==> src/rtl/m107_pkg.sv <==
// Shared types and widths for the m107 SDRAM access path.
// The arbiter pointer is 3 bits wide, so at most 8 requesters are supported.
package m107_pkg;

  typedef enum logic [1:0] {
    ARB_IDLE,
    ARB_BUSY,
    ARB_DONE
  } arb_state_t;

  localparam int SDR_ADDR_W = 25;
  localparam int SDR_DATA_W = 16;
  localparam int PTR_W      = 3;

endpackage

==> src/rtl/sdr_channel_arbiter_rr_pick.sv <==
// Combinational round-robin picker: requester 0 may preempt, otherwise scan from last+1.
// Zero latency; no backpressure of its own, the caller decides when to accept the winner.
module rr_pick
  import m107_pkg::*;
#(
  parameter int NUM_REQ = 4
) (
  input  logic [NUM_REQ-1:0] req,
  input  logic [PTR_W-1:0]   last,
  input  logic               prio0,
  output logic [PTR_W-1:0]   winner,
  output logic               any_vld
);

  logic [7:0]  req_pad;
  logic [31:0] idx;
  logic        found;

  assign req_pad = 8'(req);
  assign any_vld = |req;

  always_comb begin
    winner = '0;
    found  = 1'b0;
    idx    = '0;
    if (prio0 && req[0]) begin
      found = 1'b1;
    end
    // Offsets 1..NUM_REQ visit every index once, ending on last itself.
    for (int off = 1; off <= NUM_REQ; off++) begin
      idx = (32'(last) + 32'(off)) % 32'(NUM_REQ);
      if (!found && req_pad[idx[PTR_W-1:0]]) begin
        winner = idx[PTR_W-1:0];
        found  = 1'b1;
      end
    end
  end

endmodule

==> src/rtl/sdr_channel_arbiter.sv <==
// Shares one SDRAM channel among NUM_REQ requesters, one access outstanding; ack = rdy + 1 cycle.
// Backpressure: sdr_req and the sdr_* fields are held until sdr_rdy; requests wait while not IDLE.
module sdr_channel_arbiter
  import m107_pkg::*;
#(
  parameter int NUM_REQ = 4,
  parameter int ADDR_W  = SDR_ADDR_W,
  parameter int DATA_W  = SDR_DATA_W
) (
  input  logic                  clk,
  input  logic                  reset_n,
  input  logic                  loading,
  input  logic [NUM_REQ-1:0]        req,
  input  logic [NUM_REQ-1:0]        req_we,
  input  logic [NUM_REQ*ADDR_W-1:0] req_addr,
  input  logic [NUM_REQ*DATA_W-1:0] req_data,
  input  logic [NUM_REQ*2-1:0]      req_be,
  output logic [NUM_REQ-1:0]    ack,
  output logic [DATA_W-1:0]     rdata,
  output logic                  sdr_req,
  output logic                  sdr_we,
  output logic [ADDR_W-1:0]     sdr_addr,
  output logic [DATA_W-1:0]     sdr_data,
  output logic [1:0]            sdr_be,
  input  logic                  sdr_rdy,
  input  logic [DATA_W-1:0]     sdr_dout
);

  arb_state_t      state, state_nxt;
  logic [PTR_W-1:0] grant, last_grant, winner;
  logic             any_vld;
  logic [7:0]       we_pad;

  assign we_pad = 8'(req_we);

  rr_pick #(.NUM_REQ(NUM_REQ)) u_rr_pick (
    .req     (req),
    .last    (last_grant),
    .prio0   (loading),
    .winner  (winner),
    .any_vld (any_vld)
  );

  always_ff @(posedge clk or negedge reset_n) begin
    if (!reset_n) state <= ARB_IDLE;
    else          state <= state_nxt;
  end

  always_comb begin
    state_nxt = state;
    case (state)
      ARB_IDLE: if (any_vld) state_nxt = ARB_BUSY;
      ARB_BUSY: if (sdr_rdy) state_nxt = ARB_DONE;
      ARB_DONE: state_nxt = ARB_IDLE;
      default:  state_nxt = ARB_IDLE;
    endcase
  end

  always_ff @(posedge clk or negedge reset_n) begin
    if (!reset_n) begin
      grant      <= '0;
      last_grant <= PTR_W'(NUM_REQ - 1);
      ack        <= '0;
      rdata      <= '0;
      sdr_req    <= 1'b0;
      sdr_we     <= 1'b0;
      sdr_addr   <= '0;
      sdr_data   <= '0;
      sdr_be     <= '0;
    end else begin
      ack <= '0;
      case (state)
        ARB_IDLE: begin
          if (any_vld) begin
            grant      <= winner;
            last_grant <= winner;
            sdr_req    <= 1'b1;
            sdr_we     <= we_pad[winner];
            sdr_addr   <= req_addr[int'(winner)*ADDR_W +: ADDR_W];
            sdr_data   <= req_data[int'(winner)*DATA_W +: DATA_W];
            sdr_be     <= req_be[int'(winner)*2 +: 2];
          end
        end
        ARB_BUSY: begin
          if (sdr_rdy) begin
            sdr_req <= 1'b0;
            ack     <= NUM_REQ'(1) << grant;
            if (!sdr_we) rdata <= sdr_dout;
          end
        end
        default: ;
      endcase
    end
  end

endmodule

==> config.mk <==
export PLATFORM = sky130hd
export DESIGN_NAME = sdr_channel_arbiter
export DESIGN_NICKNAME = d
export VERILOG_FILES = /design/src/rtl/m107_pkg.sv /design/src/rtl/sdr_channel_arbiter_rr_pick.sv /design/src/rtl/sdr_channel_arbiter.sv
export SDC_FILE = /design/constraint.sdc
export NUM_CORES = 1
export LEC_CHECK = 0
export ABC_AREA = 1
export BUFFER_PORTS_ARGS = -buffer_cell sky130_fd_sc_hd__buf_2
export CAP_MARGIN = 40
export CORE_MARGIN = 4
export CORE_UTILIZATION = 35
export CTS_CLUSTER_DIAMETER = 100
export CTS_CLUSTER_SIZE = 14
export DETAILED_ROUTE_END_ITERATION = 12
export HOLD_SLACK_MARGIN = 0.03
export PLACE_DENSITY_LB_ADDON = 0.2
export SLEW_MARGIN = 20
export SYNTH_ARGS = -nofsm -noshare
export SYNTH_HDL_FRONTEND = slang
export SYNTH_HIERARCHICAL = 1
export SYNTH_SLANG_ARGS = --single-unit
==> constraint.sdc <==
create_clock -name clk -period 2.3 [get_ports clk]
set_input_delay 0 -clock clk [delete_from_list [all_inputs] [get_ports clk]]
set_output_delay 0 -clock clk [all_outputs]
set_load 0.01 [all_outputs]
==> results.yml <==
clock_network:
  clk_pin_slew_ns: 0.06
  cts.sinks: 72
  cts_root_buffer: "clkbuf_16"
  clk_latency_ns: 0.33
  clk_path_buf_depth: 2
  htree_levels: 3
  cts_made_buffers: 9
  cts_tree: "built"
synthesis:
  avgSynthCellArea_um2: 6.64
  yosys_warnings: 6
  syn-num-nets: 854
  ys_types: 24
  synth_area_leaders: "dfrtp_1, nand2_1, nand3_1"
  yosysTopAreaCellShare_pct: 40.3
  syn_area_um2: 4340
  synth_seq_cells: 72
  synthCells: 654
  ys_seq_area_share_pct: 41.5
  yosysTopAreaCell: "dfrtp_1"
power_and_ir_drop:
  power_uw: 11200
  p_switching_uw: 5340
  p_per_area_nw_per_um2: 1380
  p_comb_share_pct: 68.1
  cell_internal_pwr_uw: 5850
  leakagePower_uw: 0.00446
  ir_worst_vdd_uv: 673
  seqPwrFrac_pct: 18.5
  clockPowerShare_pct: 13.4
  swShare_pct: 47.7
critical_path:
  regToRegSetupSlack_ns: 0.11
  cp_data_arrival_time_ns: 2.41
  crit_required_ns: 2.52
  cp_common_cell: "nand2_1"
  cp_num_cells: 14
  critPathKind: "reg2reg"
  rr_worst_depth: 14
  r2r_start: "last_grant[0]$_DFFE_PN1P_"
  crit_chain: "buf_6 > nand2_1 > o21ai_1 > nand2_1 > nand2_2 > nor2_2 > nand3_2 > nand3_4 > buf_8 > clkbuf_16 > nand2_1 > nand3_2 > nand3_1 > nand2_1"
  max_stage_delay_ns: 0.60
  cp-end-kind: "register"
  cpMaxStageDelayCell: "dfstp_2"
  crit_end: "sdr_be[1]$_DFFE_PN0P_"
  startpoint: "last_grant[0]$_DFFE_PN1P_"
  critPathMaxFanout: 11
  cp_top_family: "simple AND/OR/NAND/NOR gates"
  crit_buf_inv: 3
  r2r-end: "sdr_be[1]$_DFFE_PN0P_"
  cp-start-kind: "register"
drt:
  dr.pass1.iters: 6
  postRouteAntennaNets: 0
  routedWlPerCell_um: 16.9
  vias: 6381
  drc: 0
  wirelength_um: 21200
  vias_per_cell: 5.09
  drt-initial-drc-count: 628
global_route:
  grt_pass1_vias: 6238
  grt_pass1_wl_um: 30700
  grt_max_degree: 90
  grt-ovfl-total: 0
  antenna_found_initial: 0
  grt_use_total_pct: 26.5
sta:
  setup_viol: 0
  rsz0062_at_grt: "true"
  clock_skew_ns: 0.00805
  finalWorstSetupSlack_ns: 0.109
  fin_crit_ns: 2.19
  hold_viol: 0
  fin_crit_sh_pct: 95.3
  maxSlewViolCount: 0
  timing.fmax_mhz: 456
cells_and_area:
  areaGrowthSynthToFinish_pct: 87.2
  final_nets: 1281
  fill_cells: 914
  layout_common_cells: "nand2_1, buf_2, dlygate4sd3_1, nand3_1, dfrtp_1"
  n_antenna_cell: 0
  final_area_um2: 8130
  drive_gt1_share_pct: 32.1
  final_cells: 1254
  final_common_cell: "nand2_1"
placement:
  place_area_um2: 5850
  gp_congestion: 0.836
  io_buffers: 264
  pre_cts_ws_ns: -0.0542
  hpwl_um: 11400
  place_inst: 1060
job:
  max-cap-violations: 0
floorplan:
  die_area_um2: 14300
  num_rows: 40
  initial_core_util_pct: 36.0
  core_area_um2: 12100
  dieHeight_um: 119
  io_pins: 265
  die_w_um: 119
worst_hold_path:
  hold_path_class: "in2reg"
outcome:
  status: "finished clean"
==> how the worst min path moves through the flow <==
stage                       startpoint                        to  slack, ns  cells after the start
final                      req_addr[8]   sdr_addr[8]$_DFFE_PN0P_       0.03                      5
after floorplan                reset_n          ack[0]$_DFF_PN0_      -0.30                      0
after global placement         reset_n  sdr_addr[20]$_DFFE_PN0P_       0.19                      1
after global routing      req_addr[74]  sdr_addr[24]$_DFFE_PN0P_       0.05                      5
after CTS                 req_addr[77]   sdr_addr[2]$_DFFE_PN0P_       0.03                      5
after detailed placement       reset_n  sdr_addr[20]$_DFFE_PN0P_      -0.05                      1
==> Yosys cell counts, drive strengths merged <==
master	count
dfrtp	70
o21ai	5
a21oi	1
buf	32
nand3	161
conb	1
nor2	6
clkbuf	11
inv	16
clkinv	2
nor3	5
nand2	339
dfstp	2
nand4	3
==> logic make-up after synthesis <==
group	synth area share, %
compound gates	0.691
buf+inv	7.03
flops	41.5
other cells	0.0863
simple gates	50.6
==> metrics by stage <==
stage / TNS [ns] / util (%) / hold WS (ns)
finish: 0 / 67.4 / 0.0326
global route: -1.19 / 67.4 / 0.0486
CTS: 0 / 64.5 / 0.0302
detailed placement: -0.0542 / 48.5 / -0.0474
global placement: -0.0147 / 48.3 / 0.192
floorplan: 0 / - / -0.296
==> flip-flops by register name, indices dropped and copies added, names as in the netlist <==
name        count
ack             4
state           2
grant           3
sdr_addr       25
sdr_be          2
rdata          16
last_grant      2
sdr_data       16
sdr_we          1
sdr_req         1
==> final cells by class <==
| class | count | area, um2 | share of cell area (%) |
|---|---|---|---|
| repair buffers | 459 | 3440 | 42.3 |
| multi-input cells | 521 | 2270 | 28.0 |
| flip-flops and latches | 72 | 1800 | 22.2 |
| clock buffers | 10 | 239 | 2.94 |
| well taps | 168 | 210 | 2.59 |
| clock inverters | 6 | 82.6 | 1.02 |
| inverters | 18 | 80.1 | 0.985 |
==> power by group through the flow <==
stage                     clock [uW]  combinational [uW]  sequential (uW)
after floorplan                    0                3740             2250
after global placement             0                5640             2070
after detailed placement           0                5670             2080
after CTS                       1530                5950             2070
after global routing            1600                8260             2120
final                           1510                7620             2070
==> worst min-delay path, cell delays in order <==
cell,delay (ns)
buf_2,0.08
nand2_1,0.04
nand3_1,0.06
nand3_1,0.07
nand2_1,0.07
==> metal layers <==
layer	up-vias	wire [um]	GRT usage, %
li1	2947	-	-
met1	2820	8140	32.4
met2	513	9620	42.6
met3	101	2390	7.50
met4	0	1090	13.6
met5	-	0	0
==> what timing repair did <==
item,CTS,global route
pin swaps,0,3
endpoints found under the hold margin,137,0
buffers inserted,2,9
cloned,0,9
setup endpoints to repair,6,46
hold buffers,158,0
resized for setup,2,22
(Power assumes the default switching activity.)
